$ cat config.mk
export PLATFORM = sky130hd
export DESIGN_NAME = axi_gain_complex
export DESIGN_NICKNAME = d
export VERILOG_FILES = /design/src/rtl/axi_gain_complex.sv
export SDC_FILE = /design/constraint.sdc
export NUM_CORES = 2
export LEC_CHECK = 0
export ABC_AREA = 1
export CAP_MARGIN = 25
export CORE_MARGIN = 2
export CORE_UTILIZATION = 61
export CTS_BUF_LIST = sky130_fd_sc_hd__clkbuf_4
export CTS_CLUSTER_DIAMETER = 40
export DETAILED_ROUTE_END_ITERATION = 6
export DONT_BUFFER_PORTS = 1
export GPL_TIMING_DRIVEN = 0
export PLACE_DENSITY = 0.8
export SYNTH_ARGS = -nofsm -noshare
export SYNTH_HDL_FRONTEND = slang
export SYNTH_SLANG_ARGS = --single-unit
$ cat constraint.sdc
create_clock -name clk -period 5.7 [get_ports clk]
set_input_delay 1.425 -clock clk [delete_from_list [all_inputs] [get_ports clk]]
set_output_delay 1.425 -clock clk [all_outputs]
set_load 0.005 [all_outputs]
$ cat src/rtl/axi_gain_complex.sv
// axi_gain_complex: complex (I/Q) AXI-Stream gain stage, 3-stage pipeline.
// Each component is multiplied by a signed fixed-point gain (SHIFT fraction
// bits) and arithmetically shifted right by SHIFT, at full precision with no
// saturation. New gains are held pending and take effect at packet boundaries.
// Optional build macro AXI_GAIN_COMPLEX_ROUND_EN: round-half-up instead of
// floor. Latency is the same in both builds.
module axi_gain_complex #(
  parameter int WIDTH_IN   = 16,
  parameter int WIDTH_GAIN = 16,
  parameter int SHIFT      = 8
) (
  input  logic                                       clk,
  input  logic                                       reset,
  input  logic [WIDTH_GAIN-1:0]                      gain,
  input  logic                                       gain_stb,
  input  logic [2*WIDTH_IN-1:0]                      i_tdata,
  input  logic                                       i_tlast,
  input  logic                                       i_tvalid,
  output logic                                       i_tready,
  output logic [2*(WIDTH_IN+WIDTH_GAIN-SHIFT)-1:0]   o_tdata,
  output logic                                       o_tlast,
  output logic                                       o_tvalid,
  input  logic                                       o_tready
);

  localparam int WIDTH_OUT = WIDTH_IN + WIDTH_GAIN - SHIFT;
  localparam int PW        = WIDTH_IN + WIDTH_GAIN;
  localparam logic signed [WIDTH_GAIN-1:0] UNITY = WIDTH_GAIN'(1 << SHIFT);
`ifdef AXI_GAIN_COMPLEX_ROUND_EN
  localparam logic signed [PW:0] HALF = (PW+1)'(1) << (SHIFT-1);
`endif

  logic en, accept;

  logic signed [WIDTH_GAIN-1:0] pend_q, pend_d, act_q, act_d;
  logic                         in_pkt_q, in_pkt_d;

  logic                         s1_v_q, s1_last_q;
  logic signed [WIDTH_IN-1:0]   s1_i_q, s1_q_q;
  logic signed [WIDTH_GAIN-1:0] s1_g_q;

  logic                         s2_v_q, s2_last_q;
  logic signed [PW-1:0]         s2_pi_q, s2_pq_q;

  logic                         s3_v_q, s3_last_q;
  logic signed [WIDTH_OUT-1:0]  s3_i_q, s3_q_q, s3_i_d, s3_q_d;

  // Single global enable: the whole pipe advances only when the output slot frees.
  assign en       = !s3_v_q || o_tready;
  assign accept   = i_tvalid && en;
  assign i_tready = en;

  assign o_tdata  = {s3_i_q, s3_q_q};
  assign o_tlast  = s3_last_q;
  assign o_tvalid = s3_v_q;

  // Gain bookkeeping: pending follows the strobe; active is reloaded on the
  // first accepted beat of a packet. Using pend_d lets a strobe coincident with
  // that first beat apply to it; act_d is therefore also the gain for this beat.
  always_comb begin
    pend_d   = gain_stb ? gain : pend_q;
    act_d    = act_q;
    in_pkt_d = in_pkt_q;
    if (accept) begin
      if (!in_pkt_q) act_d = pend_d;
      in_pkt_d = !i_tlast;
    end
  end

  // Final stage: shift the full-precision products down to the output width.
  always_comb begin
`ifdef AXI_GAIN_COMPLEX_ROUND_EN
    logic signed [PW:0] sum_i, sum_q;
    sum_i  = (PW+1)'(s2_pi_q) + HALF;
    sum_q  = (PW+1)'(s2_pq_q) + HALF;
    s3_i_d = WIDTH_OUT'(sum_i >>> SHIFT);
    s3_q_d = WIDTH_OUT'(sum_q >>> SHIFT);
`else
    s3_i_d = WIDTH_OUT'(s2_pi_q >>> SHIFT);
    s3_q_d = WIDTH_OUT'(s2_pq_q >>> SHIFT);
`endif
  end

  // Gain/packet state and the three pipeline stages; stages freeze when en=0.
  always_ff @(posedge clk) begin
    if (reset) begin
      pend_q    <= UNITY;
      act_q     <= UNITY;
      in_pkt_q  <= 1'b0;
      s1_v_q    <= 1'b0;
      s1_last_q <= 1'b0;
      s1_i_q    <= '0;
      s1_q_q    <= '0;
      s1_g_q    <= UNITY;
      s2_v_q    <= 1'b0;
      s2_last_q <= 1'b0;
      s2_pi_q   <= '0;
      s2_pq_q   <= '0;
      s3_v_q    <= 1'b0;
      s3_last_q <= 1'b0;
      s3_i_q    <= '0;
      s3_q_q    <= '0;
    end else begin
      pend_q   <= pend_d;
      act_q    <= act_d;
      in_pkt_q <= in_pkt_d;
      if (en) begin
        s1_v_q    <= i_tvalid;
        s1_last_q <= i_tlast;
        s1_i_q    <= i_tdata[2*WIDTH_IN-1:WIDTH_IN];
        s1_q_q    <= i_tdata[WIDTH_IN-1:0];
        s1_g_q    <= act_d;
        s2_v_q    <= s1_v_q;
        s2_last_q <= s1_last_q;
        s2_pi_q   <= PW'(s1_i_q) * PW'(s1_g_q);
        s2_pq_q   <= PW'(s1_q_q) * PW'(s1_g_q);
        s3_v_q    <= s2_v_q;
        s3_last_q <= s2_last_q;
        s3_i_q    <= s3_i_d;
        s3_q_q    <= s3_q_d;
      end
    end
  end

endmodule
==> reports/metrics.yaml <==
placement:
  dp_slack_ns: -1.53
  dp_hpwl_um: 66200
  io_buffer_count: 0
  routabilityCongestion: 0.990
  placed_cell_area_mm2: 0.0285
route:
  wire_per_inst_um: 19.7
  drt_pass1_iterations: 7
  drc: 6
  vias_per_cell: 5.54
  drt_iter0_markers: 2806
  vias: 24400
  drt-total-wl_um: 86800
  ant_nets: 0
critical_path:
  r2r_setup_slack_ns: -0.04
  r2r_end: "s2_pi_q[28]$_SDFFE_PP0N_"
  r2r-start: "s1_g_q[1]$_SDFFE_PP0N_"
  crit_path_start: "s1_g_q[1]$_SDFFE_PP0N_"
  end_kind: "flop"
  worstPathMaxFanout: 7
  path_class: "flop to flop"
  endpoint: "s2_pi_q[28]$_SDFFE_PP0N_"
  cp.arrival_ns: 6.35
  r2r_cells: 21
  cp.required_ns: 6.30
  critPathLaunchType: "flop"
sta:
  rsz0062_at_grt: "yes"
  maxSlewViolCount: 0
  min_period_ns: 5.74
  fmax_ghz: 0.174
  fin_skew_ns: 0.0642
  timing.final.crit_share_pct: 101
  holdWs_ns: 0.478
  hold_violations: 0
  setup_violations: 3
  fin_ws_ns: -0.0432
  tightest_slew_ns: 1.10
  relSlewSlack_pct: 26.8
  setup_tns_ns: -0.0539
logic_synthesis:
  synthFlopType: "dfxtp_1"
  async_flop_share_pct: 0
  synth_area_leaders: "fa_1 38%, inv_1 14%, dfxtp_1 13%"
  syn-cell-area_mm2: 0.0278
  synth_area_leader_cell: "fa_1"
  avgSynthCellArea_um2: 7.44
  synth_nets: 4469
  yosys.cell_count.top_type: "inv_1"
  ys_seq_area_share_pct: 13.2
  synth.distinct_cells: 36
  ys_ff_latch: 183
  synth_top_cells_by_count: "1042 x inv_1, 865 x nand2_1, 522 x fa_1, 313 x nor2_1, 183 x dfxtp_1"
  synth_top_area_share_pct: 37.6
  syn_inst: 3735
  ys.warnings.count: 0
  synth_edf_count: 0
global_route:
  gr-usage-all-layers_pct: 36.8
  grt_pass1_wl_um: 131000
  grt_max_degree: 20
  grt_pass1_vias: 23700
  antenna_found_initial: 4
  grt.overflow.total: 0
clock_tree:
  cts_tree: "built"
  clk_pin_slew_worst_paths_ns: 0.18
  clk_path_buf_depth: 2
  worstSkewPairLatency_ns: 0.71
  hold_buffers: 0
  cts_sinks: 183
  cts_root_buf: "clkbuf_4"
  cts_made_buffers: 17
  h-tree-depth: 4
worst_hold_path:
  min_path_type: "flop to flop"
power_and_ir_drop:
  p_int_uw: 5580
  p_sw_share_pct: 55.0
  powerDensity_mw_per_mm2: 397
  p_comb_share_pct: 79.1
  p_leak_uw: 0.0184
  p_switching_uw: 6820
  seqPwrFrac_pct: 14.3
  max-vdd-ir-drop_mv: 0.400
  clkPwrFrac_pct: 6.6
final_layout:
  fin_nets: 4525
  fin_util_pct: 69.2
  drive_gt1_share_pct: 13.5
  stdcell_area_mm2: 0.0313
  fill_cells: 3456
  area_growth_pct: 12.5
status:
  violations: "design-rule violations, negative setup slack"
  outcome: "complete, but fails checks"
floorplanning:
  num_rows: 78
  core_mm2: 0.0452
  dieWidth_um: 217
  die_y_um: 217
  start_util_pct: 61.5
  io_pins: 105
  die_area_mm2: 0.0473
run:
  drv_cap: 0
-- power by group through the flow --
stage,sequential [µW],clock [µW],combinational [µW]
final,1770,819,9810
after global routing,1790,865,10700
after CTS,1770,829,7640
after detailed placement,1720,0,7260
after global placement,1720,0,7190
after floorplan,1670,0,5070
-- state kept, by name, summed over array words and instances, names as in the netlist, 16 cells and up --
signal   count
s3_i_q      24
s1_g_q      16
s2_pi_q     24
s3_q_q      24
pend_q      16
s2_pq_q     24
act_q       16
s1_i_q      16
s1_q_q      16
-- through the flow --
stage / power (µW) / cells
final: 12400 / 4407
after global routing: 13300 / 4405
after CTS: 10200 / 4343
after detailed placement: 8980 / 4335
after global placement: 8910 / 4335
after floorplan: 6740 / 3735
-- cell usage in the layout, fill, tap and decap left out, drive strengths merged, types with 4 or more instances in the layout --
cell type and count:
o211ai 19, nand4 10, and3 4, o21bai 19, ha 158, inv 1051
xor2 9, dfxtp 183, fa 522, nor2 317, a21oi 72, buf 138
nand2 877, o21ai 184, clkinv 7, nand3 83, mux2i 15, nor3 6
or2 13, a31oi 5, clkbuf 97
-- what timing repair did --
item	4_1_cts	5_1_grt
setup buffers	17	60
pin swaps	9	81
endpoints found under the setup margin	45	42
resized for setup	299	342
cloned	0	2
-- worst min-delay path by stage --
stage,end,startpoint,cells past startpoint
CTS,pend_q[8]$_SDFF_PP1_,pend_q[8]$_SDFF_PP1_,2
floorplan,pend_q[8]$_SDFF_PP1_,pend_q[8]$_SDFF_PP1_,2
detailed placement,pend_q[8]$_SDFF_PP1_,pend_q[8]$_SDFF_PP1_,2
global route,o_tvalid$_SDFFE_PP0N_,s2_v_q$_SDFFE_PP0N_,2
global placement,pend_q[8]$_SDFF_PP1_,pend_q[8]$_SDFF_PP1_,2
finish,o_tvalid$_SDFFE_PP0N_,s2_v_q$_SDFFE_PP0N_,2
-- per-layer routing --
| metal | routed length, µm | global-route usage, % | vias to the layer above |
|---|---|---|---|
| li1 | - | - | 10800 |
| met1 | 31600 | 47.9 | 11700 |
| met2 | 38300 | 56.0 | 1575 |
| met3 | 11300 | 10.8 | 367 |
| met4 | 5550 | 18.7 | 4 |
| met5 | 30 | 0 | - |
-- cells by family after synthesis --
kind of cell,synth area share [%]
compound gates,5.81
xor+xnor,0.378
fa+ha+maj,44.7
buf+inv,16.7
flops,13.2
mux,0.540
simple gates,18.7
-- area by class of cell --
class	count	area, µm²	share of cell area, %
multi-input combinational	2325	20700	66.2
inverter	1046	3930	12.6
sequential	183	3800	12.2
buffer	139	1090	3.48
tap	600	751	2.40
timing repair buffer	79	672	2.15
clock inverter	15	185	0.592
clock buffer	17	128	0.408
antenna	3	7.51	0.0240
-- worst max-delay path, cell delays in order, from the launching register on --
cell	delay, ns
dfxtp_4	0.42
clkbuf_16	0.19
nand2_2	0.09
inv_1	0.08
fa_2	0.65
fa_2	0.56
buf_4	0.18
fa_1	0.50
fa_1	0.54
fa_1	0.54
fa_1	0.61
ha_4	0.24
inv_1	0.08
o21ai_1	0.10
a31oi_1	0.24
nand2_1	0.11
a21oi_2	0.13
nand2_1	0.06
nand2_1	0.05
nand3_1	0.11
nand2_1	0.14
inv_1	0.04
Power figures use the tool's default switching activity.
